$ cat config.mk
export PLATFORM = sky130hd
export DESIGN_NAME = turbo_hard_decoder
export DESIGN_NICKNAME = d
export VERILOG_FILES = /design/src/rtl/turbo_pkg.sv /design/src/rtl/turbo_interleaver_idx.sv /design/src/rtl/turbo_hard_decoder.sv
export SDC_FILE = /design/constraint.sdc
export NUM_CORES = 1
export LEC_CHECK = 0
export BUFFER_PORTS_ARGS = -buffer_cell sky130_fd_sc_hd__buf_4
export CORE_MARGIN = 2
export CORE_UTILIZATION = 63
export CTS_CLUSTER_DIAMETER = 150
export DETAILED_ROUTE_END_ITERATION = 8
export PLACE_DENSITY_LB_ADDON = 0.2
export SYNTH_ARGS = -nofsm -noshare
export SYNTH_HDL_FRONTEND = slang
export SYNTH_HIERARCHICAL = 1
export SYNTH_SLANG_ARGS = --single-unit
export TNS_END_PERCENT = 50
$ cat constraint.sdc
create_clock -name clk -period 6.75 [get_ports clk]
set_input_delay 0.3375 -clock clk [delete_from_list [all_inputs] [get_ports clk]]
set_output_delay 0.3375 -clock clk [all_outputs]
set_load 0.1 [all_outputs]
$ cat src/rtl/turbo_pkg.sv
// Shared constants and helpers for the turbo encoder / hard-decision decoder pair.
package turbo_pkg;
    localparam int         BLOCK_LEN = 8;
    localparam logic [3:0] G1        = 4'b1011;
    localparam logic [3:0] G2        = 4'b1101;
    localparam int         IL_A      = 5;
    localparam int         IL_B      = 3;
    localparam int         IDX_W     = $clog2(BLOCK_LEN);
    localparam int         ERR_W     = $clog2(BLOCK_LEN + 1);

    typedef enum logic [1:0] {COLLECT, CHECK, EMIT} state_t;

    typedef struct packed {
        logic p2;
        logic p1;
        logic sys;
    } sym_t;

    function automatic logic rsc_parity(input logic [3:0] w, input logic [3:0] g);
        return ^(w & g);
    endfunction
endpackage

$ cat src/rtl/turbo_interleaver_idx.sv
// Block interleaver address: PI(k) = (IL_A*k + IL_B) mod BLOCK_LEN.
module turbo_interleaver_idx
    import turbo_pkg::*;
(
    input  logic [IDX_W-1:0] k,
    output logic [IDX_W-1:0] pi
);
    // BLOCK_LEN is a power of two, so the modulo is plain truncation.
    assign pi = IDX_W'(IL_A) * k + IDX_W'(IL_B);
endmodule

$ cat src/rtl/turbo_hard_decoder.sv
// Hard-decision turbo receiver: buffers a block, re-encodes the systematic bits to
// count parity mismatches per constituent encoder, then streams the bits out.
module turbo_hard_decoder
    import turbo_pkg::*;
(
    input  logic             clk,
    input  logic             reset,
    input  logic [2:0]       sym_in,
    input  logic             sym_valid,
    output logic             sym_ready,
    output logic             bit_out,
    output logic             bit_valid,
    input  logic             bit_ready,
    output logic             stat_valid,
    output logic [ERR_W-1:0] err1,
    output logic [ERR_W-1:0] err2,
    output logic             block_ok
);
    state_t           state, state_nxt;
    logic [IDX_W-1:0] idx, idx_inc, pi_k;
    sym_t             sym_buf [BLOCK_LEN];
    logic             ready_q;
    logic [2:0]       r1, r2;
    logic [3:0]       w1, w2;
    logic [ERR_W-1:0] acc1, acc2, acc1_nxt, acc2_nxt;
    logic             sym_fire, bit_fire, last;

    assign last      = (idx == IDX_W'(BLOCK_LEN - 1));
    assign idx_inc   = last ? '0 : idx + IDX_W'(1);
    assign sym_ready = ready_q;
    assign sym_fire  = sym_valid && ready_q;
    assign bit_fire  = bit_valid && bit_ready;

    turbo_interleaver_idx u_il (.k(idx), .pi(pi_k));

    always_comb begin
        w1       = {r1, sym_buf[idx].sys};
        w2       = {r2, sym_buf[pi_k].sys};
        acc1_nxt = acc1;
        acc2_nxt = acc2;
        // Counters stop at BLOCK_LEN; every step mismatching is a legal outcome.
        if (rsc_parity(w1, G1) != sym_buf[idx].p1 && acc1 != ERR_W'(BLOCK_LEN))
            acc1_nxt = acc1 + ERR_W'(1);
        if (rsc_parity(w2, G2) != sym_buf[idx].p2 && acc2 != ERR_W'(BLOCK_LEN))
            acc2_nxt = acc2 + ERR_W'(1);
    end

    always_ff @(posedge clk) begin
        if (reset) state <= COLLECT;
        else       state <= state_nxt;
    end

    always_comb begin
        state_nxt = state;
        case (state)
            COLLECT: if (sym_fire && last) state_nxt = CHECK;
            CHECK:   if (last)             state_nxt = EMIT;
            EMIT:    if (bit_fire && last) state_nxt = COLLECT;
            default:                       state_nxt = COLLECT;
        endcase
    end

    always_comb begin
        bit_valid = (state == EMIT);
        bit_out   = bit_valid ? sym_buf[idx].sys : 1'b0;
    end

    always_ff @(posedge clk) begin
        if (sym_fire) sym_buf[idx] <= sym_t'(sym_in);
    end

    always_ff @(posedge clk) begin
        if (reset) begin
            idx        <= '0;
            ready_q    <= 1'b0;
            r1         <= '0;
            r2         <= '0;
            acc1       <= '0;
            acc2       <= '0;
            err1       <= '0;
            err2       <= '0;
            block_ok   <= 1'b0;
            stat_valid <= 1'b0;
        end else begin
            stat_valid <= 1'b0;
            // Registered so ready stays low for the first cycle out of reset.
            ready_q    <= (state_nxt == COLLECT);
            case (state)
                COLLECT: begin
                    r1   <= '0;
                    r2   <= '0;
                    acc1 <= '0;
                    acc2 <= '0;
                    if (sym_fire) idx <= idx_inc;
                end
                CHECK: begin
                    r1   <= w1[2:0];
                    r2   <= w2[2:0];
                    acc1 <= acc1_nxt;
                    acc2 <= acc2_nxt;
                    idx  <= idx_inc;
                    if (last) begin
                        err1       <= acc1_nxt;
                        err2       <= acc2_nxt;
                        block_ok   <= (acc1_nxt == '0) && (acc2_nxt == '0);
                        stat_valid <= 1'b1;
                    end
                end
                EMIT: if (bit_fire) idx <= idx_inc;
                default: idx <= '0;
            endcase
        end
    end
endmodule

==> results of run 1 <==
[Yosys cell counts (2+ instances only)]
cell                       count  area share
sky130_fd_sc_hd__a211oi_1      3      0.0086
sky130_fd_sc_hd__a21o_1        3      0.0086
sky130_fd_sc_hd__a21oi_1      10       0.019
sky130_fd_sc_hd__a22oi_1       7       0.020
sky130_fd_sc_hd__a31oi_1       2      0.0048
sky130_fd_sc_hd__a32oi_1       2      0.0067
sky130_fd_sc_hd__clkbuf_1      9       0.013
sky130_fd_sc_hd__dfxtp_1      33        0.25
sky130_fd_sc_hd__edfxtp_1     24        0.28
sky130_fd_sc_hd__ha_1          7       0.033
sky130_fd_sc_hd__inv_1         8       0.011
sky130_fd_sc_hd__mux2_2        4       0.017
sky130_fd_sc_hd__mux2i_1       5       0.019
sky130_fd_sc_hd__mux4_1        6       0.060
sky130_fd_sc_hd__mux4_2        2       0.017
sky130_fd_sc_hd__nand2_1      19       0.027
sky130_fd_sc_hd__nand2b_1      2      0.0048
sky130_fd_sc_hd__nand3_1       6       0.011
sky130_fd_sc_hd__nor2_1       48       0.069
sky130_fd_sc_hd__nor2b_1       5       0.012
sky130_fd_sc_hd__nor3_1        8       0.015
sky130_fd_sc_hd__xnor2_1       5       0.017
sky130_fd_sc_hd__xor2_1        4       0.013
[power by group]
part | total [mW] | leakage, nW | switching (mW) | internal, mW
clock network | 0.299 | 0.0897 | 0.132 | 0.168
logic | 0.0501 | 0.573 | 0.0270 | 0.0231
registers | 0.366 | 0.483 | 0.00382 | 0.362
total | 0.715 | 1.15 | 0.163 | 0.553
[worst max-delay path: cells and delay by family, from the launching register on]
kind	cells	cell delay [ns]
flops	1	0.49
simple gates	2	0.67
compound gates	1	0.09
xor+xnor	1	0.50
mux	3	1.15
[logic make-up (layout without fill, tap and decap cells)]
| group | count (synthesis) | in the layout | synth area share |
|---|---|---|---|
| xor gates and xnor gates | 11 | 11 | 0.0478 |
| and+or+nand+nor | 95 | 95 | 0.159 |
| muxes | 18 | 18 | 0.119 |
| DFF | 57 | 57 | 0.527 |
| buffers and inverters | 18 | 43 | 0.0287 |
| AOI/OAI and AO/OA | 32 | 32 | 0.0841 |
| adders and majority gates | 7 | 7 | 0.0334 |
[metrics by stage]
step | power (mW) | hold WS, ns | utilization
detailed placement | 0.423 | 0.481 | 0.695
CTS | 0.722 | 0.216 | 0.741
floorplan | 0.411 | 0.436 | -
global route | 0.742 | 0.229 | 0.741
finish | 0.715 | 0.229 | 0.741
global placement | 0.421 | 0.469 | 0.695
[flip-flops by register name (all words and copies together) (netlist names), named ones only]
name and count:
err2 4, r1 3, acc1 4, state 2, err1 4, sym_ready 1, r2 3, sym_buf 24
block_ok 1, acc2 4, idx 3, stat_valid 1
[cell type report]
class / count / area (sq um)
sequential: 57 / 1380
inverter: 8 / 30.0
multi-input combinational: 163 / 1160
clock inverter: 6 / 58.8
tap: 50 / 62.6
timing repair buffer: 19 / 143
clock buffer: 10 / 128
fill: 282 / 1030
[layer usage]
| layer | up-vias | wire length (microns) |
|---|---|---|
| met5 | - | 0 |
| met4 | 0 | 89 |
| met3 | 10 | 262 |
| met2 | 57 | 2310 |
| met1 | 836 | 2090 |
| li1 | 889 | - |
[path summary, 6_finish.rpt]
check                              from                      end  slack [ns]  cells past startpoint
setup / recovery               register    block_ok$_SDFFE_PP0P_        3.79                      7
hold / removal                sym_in[2]  sym_buf[7][2]$_DFFE_PP_        0.23                      1
setup reg to reg               register    block_ok$_SDFFE_PP0P_        3.79                      7
hold reg to reg   block_ok$_SDFFE_PP0P_    block_ok$_SDFFE_PP0P_        0.49                      2
==> qor.yml, run 1 <==
largest_net_degree_at_the_start_of_global_routing: 32
drc: 0
worst-path-max-fanout: 6
post-place-cells: 297
synth_fp_nets: 252
globalRouteOverflowTotal: 0
setup.worst_path.start_class: "register"
clk_path_buf_depth: 2
mostFrequentLayoutCells: "48 x sky130_fd_sc_hd__nor2_1, 33 x sky130_fd_sc_hd__dfxtp_1, 24 x sky130_fd_sc_hd__edfxtp_1, 19 x sky130_fd_sc_hd__nand2_1, 19 x sky130_fd_sc_hd__buf_4"
post_cts_resize_count: 0
drt_first_pass_iters: 5
worst-slew-pin-transition_ns: 0.865
postSynth.topFlopCell: "sky130_fd_sc_hd__dfxtp_1"
timing.max_slew.rel_slack: 0.423
coreArea_sq_um: 4000
die_h_microns: 68.5
rsz0062_at_grt: "no"
cp-end-kind: "register"
synth-edff-count: 24
global_route.usage.met2: 0.351
final_design_area_no_fill_sq_um: 2970
netlist_instances: 238
numCtsBuffers: 9
wire_per_inst_microns: 15.2
crit_chain: "mux4_1 -> mux2i_1 -> xnor3_1 -> nor2b_1 -> mux2_2 -> or4_1 -> o22ai_2"
synth.avg_cell_area_sq_um: 11.0
final_min_period_over_clock_period: 0.439
fin_worst_skew_ns: 0.00785
clock_tree.htree_level_count: 3
postCtsHoldBufs: 0
power_density_nw_per_um2: 241
start_util: 0.655
detail_route.wirelength_microns: 4750
antenna-diode-count: 0
design.die.area_sq_um: 4690
ctsRootBufferMaster: "sky130_fd_sc_hd__clkbuf_8"
maxCapViolations: 0
placement_rows: 23
postPlaceCellArea_sq_um: 2780
critical_path_class: "register to register"
area_delta_synth_final_pct: 13.2
mostFrequentLayoutCell: "sky130_fd_sc_hd__nor2_1"
vias: 1792
cp.arrival_ns: 3.23
mappedNetlistArea_sq_um: 2620
async_flop_share: 0
cpPeakStageDelay_ns: 0.60
final.setup.worst_slack_ns: 3.79
hpwl_detailed_microns: 3300
critical-path-slowest-cell: "sky130_fd_sc_hd__mux4_1"
io_pins: 20
finalNetCount: 272
max_freq_mhz: 338
ys.warnings.count: 6
grt_pass1_vias: 1624
grt_use_total: 0.229
routed_antenna_nets: 0
worst-endpoint-required_ns: 7.02
timing.setup.tns_ns: 0
setup_viol: 0
finalHoldViolations: 0
vias_per_cell: 5.73
clock_sink_count: 57
min-delay-path-class: "input port to register"
global_route.usage.met1: 0.277
cts_tree: "built"
synth-seq-area-share: 0.527
synth-seq-cells: 57
met3_usage: 0.0609
power.leakage_nw: 1.15
clk_transition_reported_paths_ns: 0.07
drive_gt1_frac: 0.175
post_synth_num_cell_types: 39
drt_iter0_markers: 130
antenna_found_initial: 0
power.ir.vdd_worst_v: 0.000179
global_route.peak_usage_layer: "met2"
run_status: "finished, final reports clean"
routabilityCongestion: 0.861
report.final.slew_viol_count: 0
post_layout_nonfiller_instances: 313
die_x_microns: 68.5
cts.repair_timing.setup_buffer_count: 0
io_port_bufs: 19
preCtsSetupSlack_ns: 3.80
grt_first_pass_wirelength_microns: 7360
worst_skew_pair.late_latency_ns: 0.34
min_period_ns: 2.96
Power figures use the tool's default switching activity.
==> run 2: changes to the inputs <==
--- a/config.mk
+++ b/config.mk
@@ -7,7 +7,7 @@
 export LEC_CHECK = 0
 export BUFFER_PORTS_ARGS = -buffer_cell sky130_fd_sc_hd__buf_4
 export CORE_MARGIN = 2
-export CORE_UTILIZATION = 63
+export CORE_UTILIZATION = 53
 export CTS_CLUSTER_DIAMETER = 150
 export DETAILED_ROUTE_END_ITERATION = 8
 export PLACE_DENSITY_LB_ADDON = 0.2
==> constraint.sdc (replaced) <==
create_clock -name clk -period 2.7 [get_ports clk]
set_input_delay 0.135 -clock clk [delete_from_list [all_inputs] [get_ports clk]]
set_output_delay 0.135 -clock clk [all_outputs]
set_load 0.1 [all_outputs]
==> run 2 against run 1 <==
First-iteration DRC count decreased by 20%. Non-clock buffer count increased by 21. Die area increased by 18%. Clock skew increased by 0.0019 ns. Setup slack got worse by 3.8 ns. Largest power group unchanged. Critical path depth unchanged.
==> qor.yml, run 2 (synthesis results as in run 1) <==
io_port_bufs: 19
setup.worst_path.start_class: "register"
vias_per_cell: 5.35
vias: 1879
grt_pass1_vias: 1775
cellInternalPower_mw: 1.51
final_design_area_no_fill_sq_um: 3230
cp.arrival_ns: 2.94
area_delta_synth_final_pct: 23.5
coreArea_sq_um: 4750
drt_iter0_markers: 104
largest_net_degree_at_the_start_of_global_routing: 32
io_pins: 20
timing.max_slew.rel_slack: 0.669
power_frac_clock: 0.442
worst-endpoint-required_ns: 2.97
mostFrequentLayoutCell: "sky130_fd_sc_hd__nor2_1"
final_min_period_over_clock_period: 0.988
preCtsSetupSlack_ns: -0.149
clock_tree.htree_level_count: 3
globalRouteOverflowTotal: 0
min_period_ns: 2.67
p_comb_frac: 0.090
sw_frac_of_total: 0.226
routabilityCongestion: 0.752
critical_path_capture_point: "block_ok$_SDFFE_PP0P_"
design.die.area_sq_um: 5520
worst_skew_pair.late_latency_ns: 0.34
timing.critical_path.max_delay_family: "multiplexers"
max_freq_mhz: 375
met2WireLength_microns: 2690
post-place-cells: 328
timing.setup.tns_ns: 0
run_status: "finished, final reports clean"
hpwl_detailed_microns: 3450
critical-path-slowest-cell: "sky130_fd_sc_hd__or4_4"
total_power_mw: 1.95
regToRegSetupSlack_ns: 0.03
critical_path_class: "register to register"
numCtsBuffers: 9
mostFrequentLayoutCells: "47 x sky130_fd_sc_hd__nor2_1, 37 x sky130_fd_sc_hd__buf_4, 30 x sky130_fd_sc_hd__dfxtp_1, 24 x sky130_fd_sc_hd__edfxtp_1, 19 x sky130_fd_sc_hd__nand2_1"
reg2reg_from: "sym_buf[7][0]$_DFFE_PP_"
worst-path-max-fanout: 2
rr_endpoint: "block_ok$_SDFFE_PP0P_"
grt_use_total: 0.209
top_layer: "met4"
met3_wl_microns: 258
finalHoldViolations: 0
final.setup.worst_slack_ns: 0.0317
power.ir.vdd_worst_v: 0.000432
power.leakage_nw: 1.25
worst_hold_margin_ns: 0.0304
cts_tree: "built"
grt_first_pass_wirelength_microns: 8250
critPathBufInv: 0
ctsRootBufferMaster: "sky130_fd_sc_hd__clkbuf_8"
placement_rows: 25
worstRegToRegCells: 7
clock_sink_count: 57
power_density_nw_per_um2: 603
die_x_microns: 74.3
wire_per_inst_microns: 15.1
cp-end-kind: "register"
antenna_found_initial: 0
min-delay-path-class: "input port to register"
drt_first_pass_iters: 4
drive_gt1_frac: 0.296
maxCapViolations: 0
finalNetCount: 293
start_util: 0.551
crit_chain: "mux4_2 -> mux2_2 -> xnor3_2 -> nand2_2 -> mux2_4 -> or4_4 -> o22ai_2"
fin_worst_skew_ns: 0.00971
clk_path_buf_depth: 2
top_register: "sym_buf"
postLayoutCoreUtil: 0.680
cpPeakStageDelay_ns: 0.51
routed_antenna_nets: 0
worst-slew-pin-transition_ns: 0.493
total_switching_power_mw: 0.440
worst_setup_path_startpoint: "sym_buf[7][0]$_DFFE_PP_"
detail_route.wirelength_microns: 5300
max_reg_flops: 24
die_h_microns: 74.3
setup_viol: 0
clk_transition_reported_paths_ns: 0.07
wirelength_met1_microns: 2290
seq_power_share: 0.468
antenna-diode-count: 0
rsz0062_at_grt: "yes"
drc: 0
post_layout_nonfiller_instances: 351
worst-path-stages: 7
postPlaceCellArea_sq_um: 2910
report.final.slew_viol_count: 0
-- run 2: changes by cell type in the layout (fill, tap and decap cells not counted), sizes merged --
cell,before,now
buf,19,40
clkinv,3,2
bufinv,1,2
-- run 2: how the worst min path moves through the flow --
stage | start | end | slack (ns) | cells past startpoint
detailed placement | sym_in[2] | sym_buf[0][2]$_DFFE_PP_ | 0.38 | 1
floorplan | sym_in[0] | sym_buf[0][0]$_DFFE_PP_ | 0.23 | 0
global placement | sym_in[0] | sym_buf[4][0]$_DFFE_PP_ | 0.37 | 1
finish | sym_in[2] | sym_buf[6][2]$_DFFE_PP_ | 0.03 | 1
global route | sym_in[2] | sym_buf[7][2]$_DFFE_PP_ | 0.03 | 1
CTS | sym_in[2] | sym_buf[6][2]$_DFFE_PP_ | 0.02 | 1
-- run 2: timing repair --
action                                  CTS  global route
hold buffers                              0             0
gates resized for setup                  12            12
endpoints found under the setup margin    1             3
pin swaps                                 4             4
setup buffers                             2             5
-- run 2: power by group through the flow --
stage / Sequential, mW / Combinational, mW / Clock, mW
after floorplan: 0.935 / 0.0931 / 0
final: 0.912 / 0.176 / 0.861
after global placement: 0.930 / 0.145 / 0
after detailed placement: 0.930 / 0.147 / 0
after CTS: 0.912 / 0.162 / 0.870
after global routing: 0.913 / 0.191 / 0.906
-- run 2: layout make-up --
class	instances	area, sq um
clock buffers	10	128
clock inverters	6	82.6
fillers	374	1520
inverters	8	30.0
multi-input cells	163	1210
flip-flops and latches	57	1390
well taps	67	83.8
repair buffers	40	312
-- run 2: per-layer routing --
layer / GRT usage / vias up
met2: 0.356 / 43
met1: 0.240 / 903
met5: 0 / -
met4: 0.0833 / 0
li1: - / 926
met3: 0.0745 / 7
-- run 2: worst register-to-register path: stages (launching register included) --
cell                       delay (ns)
sky130_fd_sc_hd__edfxtp_1        0.41
sky130_fd_sc_hd__mux4_2          0.50
sky130_fd_sc_hd__mux2_2          0.29
sky130_fd_sc_hd__xnor3_2         0.40
sky130_fd_sc_hd__nand2_2         0.09
sky130_fd_sc_hd__mux2_4          0.30
sky130_fd_sc_hd__or4_4           0.51
sky130_fd_sc_hd__o22ai_2         0.11
==> run 3: changes to the inputs <==
--- a/config.mk
+++ b/config.mk
@@ -6,10 +6,12 @@
 export NUM_CORES = 1
 export LEC_CHECK = 0
 export BUFFER_PORTS_ARGS = -buffer_cell sky130_fd_sc_hd__buf_4
+export CORE_ASPECT_RATIO = 2
 export CORE_MARGIN = 2
 export CORE_UTILIZATION = 53
 export CTS_CLUSTER_DIAMETER = 150
 export DETAILED_ROUTE_END_ITERATION = 8
+export GPL_TIMING_DRIVEN = 0
 export PLACE_DENSITY_LB_ADDON = 0.2
 export SYNTH_ARGS = -nofsm -noshare
 export SYNTH_HDL_FRONTEND = slang
==> run 3 against run 2 <==
The run now ends with setup timing left. Critical path depth increased by 1. Non-clock buffer count increased by 5. Register-to-register slack got worse by 0.07 ns. Routed wire length increased by 6.4%. First-iteration DRC count decreased by 49%. Critical path type unchanged. Die area increased by 0.63%. Flip-flop and latch count unchanged. Clock skew increased by 0.0016 ns. Maximum frequency decreased by 2.6%.
==> qor.yml, run 3 (synthesis results as in run 1) <==
total_power_mw: 1.89
power.leakage_nw: 1.25
globalRouteOverflowTotal: 0
top_register: "sym_buf"
grt_pass1_vias: 1918
critical-path-slowest-cell: "sky130_fd_sc_hd__or4_4"
min_period_ns: 2.74
cpPeakStageDelay_ns: 0.51
io_pins: 20
wire_per_inst_microns: 16.3
p_comb_frac: 0.105
largest_net_degree_at_the_start_of_global_routing: 12
grt_first_pass_wirelength_microns: 8810
fin_worst_skew_ns: 0.0113
postCtsHoldBufs: 0
routabilityCongestion: 0.777
coreArea_sq_um: 4820
clk_transition_reported_paths_ns: 0.07
met3_usage: 0.0474
power_frac_clock: 0.413
routed_antenna_nets: 0
drive_gt1_frac: 0.291
global_route.peak_usage_layer: "met2"
setup.worst_path.start_class: "register"
power_density_nw_per_um2: 588
maxCapViolations: 0
seq_power_share: 0.482
cts_tree: "built"
final_min_period_over_clock_period: 1.02
die_h_microns: 103
global_route.usage.met1: 0.197
design.die.area_sq_um: 5550
detail_route.wirelength_microns: 5640
io_port_bufs: 19
finalHoldViolations: 0
crit_chain: "buf_6 -> mux4_2 -> mux2i_1 -> xnor3_2 -> nor2b_2 -> mux2_4 -> or4_4 -> o22ai_2"
drt_iter0_markers: 53
violations: "setup timing"
grt_use_total: 0.236
numCtsBuffers: 9
max_freq_mhz: 365
final.setup.worst_slack_ns: -0.0405
rsz0062_at_grt: "yes"
finalNetCount: 298
antenna-diode-count: 0
cp-end-kind: "register"
mostFrequentLayoutCells: "48 x sky130_fd_sc_hd__nor2_1, 34 x sky130_fd_sc_hd__buf_4, 30 x sky130_fd_sc_hd__dfxtp_1, 24 x sky130_fd_sc_hd__edfxtp_1, 19 x sky130_fd_sc_hd__nand2_1"
start_util: 0.543
critical_path_class: "register to register"
cellInternalPower_mw: 1.43
clk_path_buf_depth: 2
worst-slew-pin-transition_ns: 0.620
clock_sink_count: 57
postLayoutCoreUtil: 0.667
drt_first_pass_iters: 4
worst_skew_pair.late_latency_ns: 0.35
run_status: "finished with violations"
ctsRootBufferMaster: "sky130_fd_sc_hd__clkbuf_8"
placement_rows: 36
global_route.usage.met2: 0.462
worst-path-max-fanout: 6
report.final.slew_viol_count: 0
antenna_found_initial: 0
worst-endpoint-required_ns: 2.98
sw_frac_of_total: 0.242
max_reg_flops: 24
vias: 1888
area_delta_synth_final_pct: 22.8
hpwl_detailed_microns: 3880
die_x_microns: 53.7
setup_viol: 1
power.ir.vdd_worst_v: 0.000588
min-delay-path-class: "input port to register"
timing.max_slew.rel_slack: 0.587
total_switching_power_mw: 0.458
clock_tree.htree_level_count: 3
vias_per_cell: 5.46
cp.arrival_ns: 3.02
drc: 0
mostFrequentLayoutCell: "sky130_fd_sc_hd__nor2_1"
## run 3: repair_timing
item | CTS | global route
endpoints found under the setup margin | 1 | 2
pin swaps | 4 | 5
setup buffers | 14 | 2
resized for setup | 20 | 8
## run 3: critical path: cells and delay by family (launching register included)
kind / cells / cell delay (ns)
DFF: 1 / 0.32
and+or+nand+nor: 2 / 0.65
muxes: 3 / 0.98
xor gates and xnor gates: 1 / 0.48
AOI/OAI and AO/OA: 1 / 0.11
buffers and inverters: 1 / 0.13
## run 3: final timing paths
check	startpoint	end	slack, ns	depth (start not counted)
worst min register to register	err2[2]$_SDFFE_PP0P_	err2[2]$_SDFFE_PP0P_	0.50	2
worst max register to register	register	block_ok$_SDFFE_PP0P_	-0.04	8
worst min-delay path	sym_in[2]	sym_buf[6][2]$_DFFE_PP_	0.02	1
worst max-delay path	register	block_ok$_SDFFE_PP0P_	-0.04	8
## run 3: power groups by stage
stage | registers (mW) | logic (mW) | clock network, mW
floorplan | 0.935 | 0.0931 | 0
global placement | 0.931 | 0.131 | 0
detailed placement | 0.932 | 0.131 | 0
CTS | 0.910 | 0.188 | 0.790
global route | 0.911 | 0.212 | 0.827
finish | 0.911 | 0.199 | 0.781
## run 3: stage by stage
stage          hold WS, ns  cell area (sq um)   TNS, ns  cells  setup WS (ns)
5_1_grt             0.0268               3220    -0.107    346         -0.107
3_5_place_dp         0.369               2840    -0.271    314         -0.271
4_1_cts             0.0133               3210   -0.0854    344        -0.0854
3_3_place_gp         0.367               2840    -0.243    314         -0.243
6_report            0.0217               3220   -0.0405    346        -0.0405
2_1_floorplan        0.234               2620  -0.00623    238       -0.00623
## run 3: layout make-up
cell class                 count  area (sq um)
timing repair buffer          35           267
inverter                       8          32.5
tap                           57          71.3
fill                         371          1600
buffer                        10          45.0
clock inverter                 7          71.3
clock buffer                   9           124
sequential                    57          1390
multi-input combinational    163          1210
## run 3: metal layers
| metal | vias to the layer above | part of all wire |
|---|---|---|
| met5 | - | 0 |
| met2 | 45 | 0.61 |
| met4 | 0 | 0.030 |
| li1 | 935 | - |
| met3 | 15 | 0.031 |
| met1 | 893 | 0.33 |
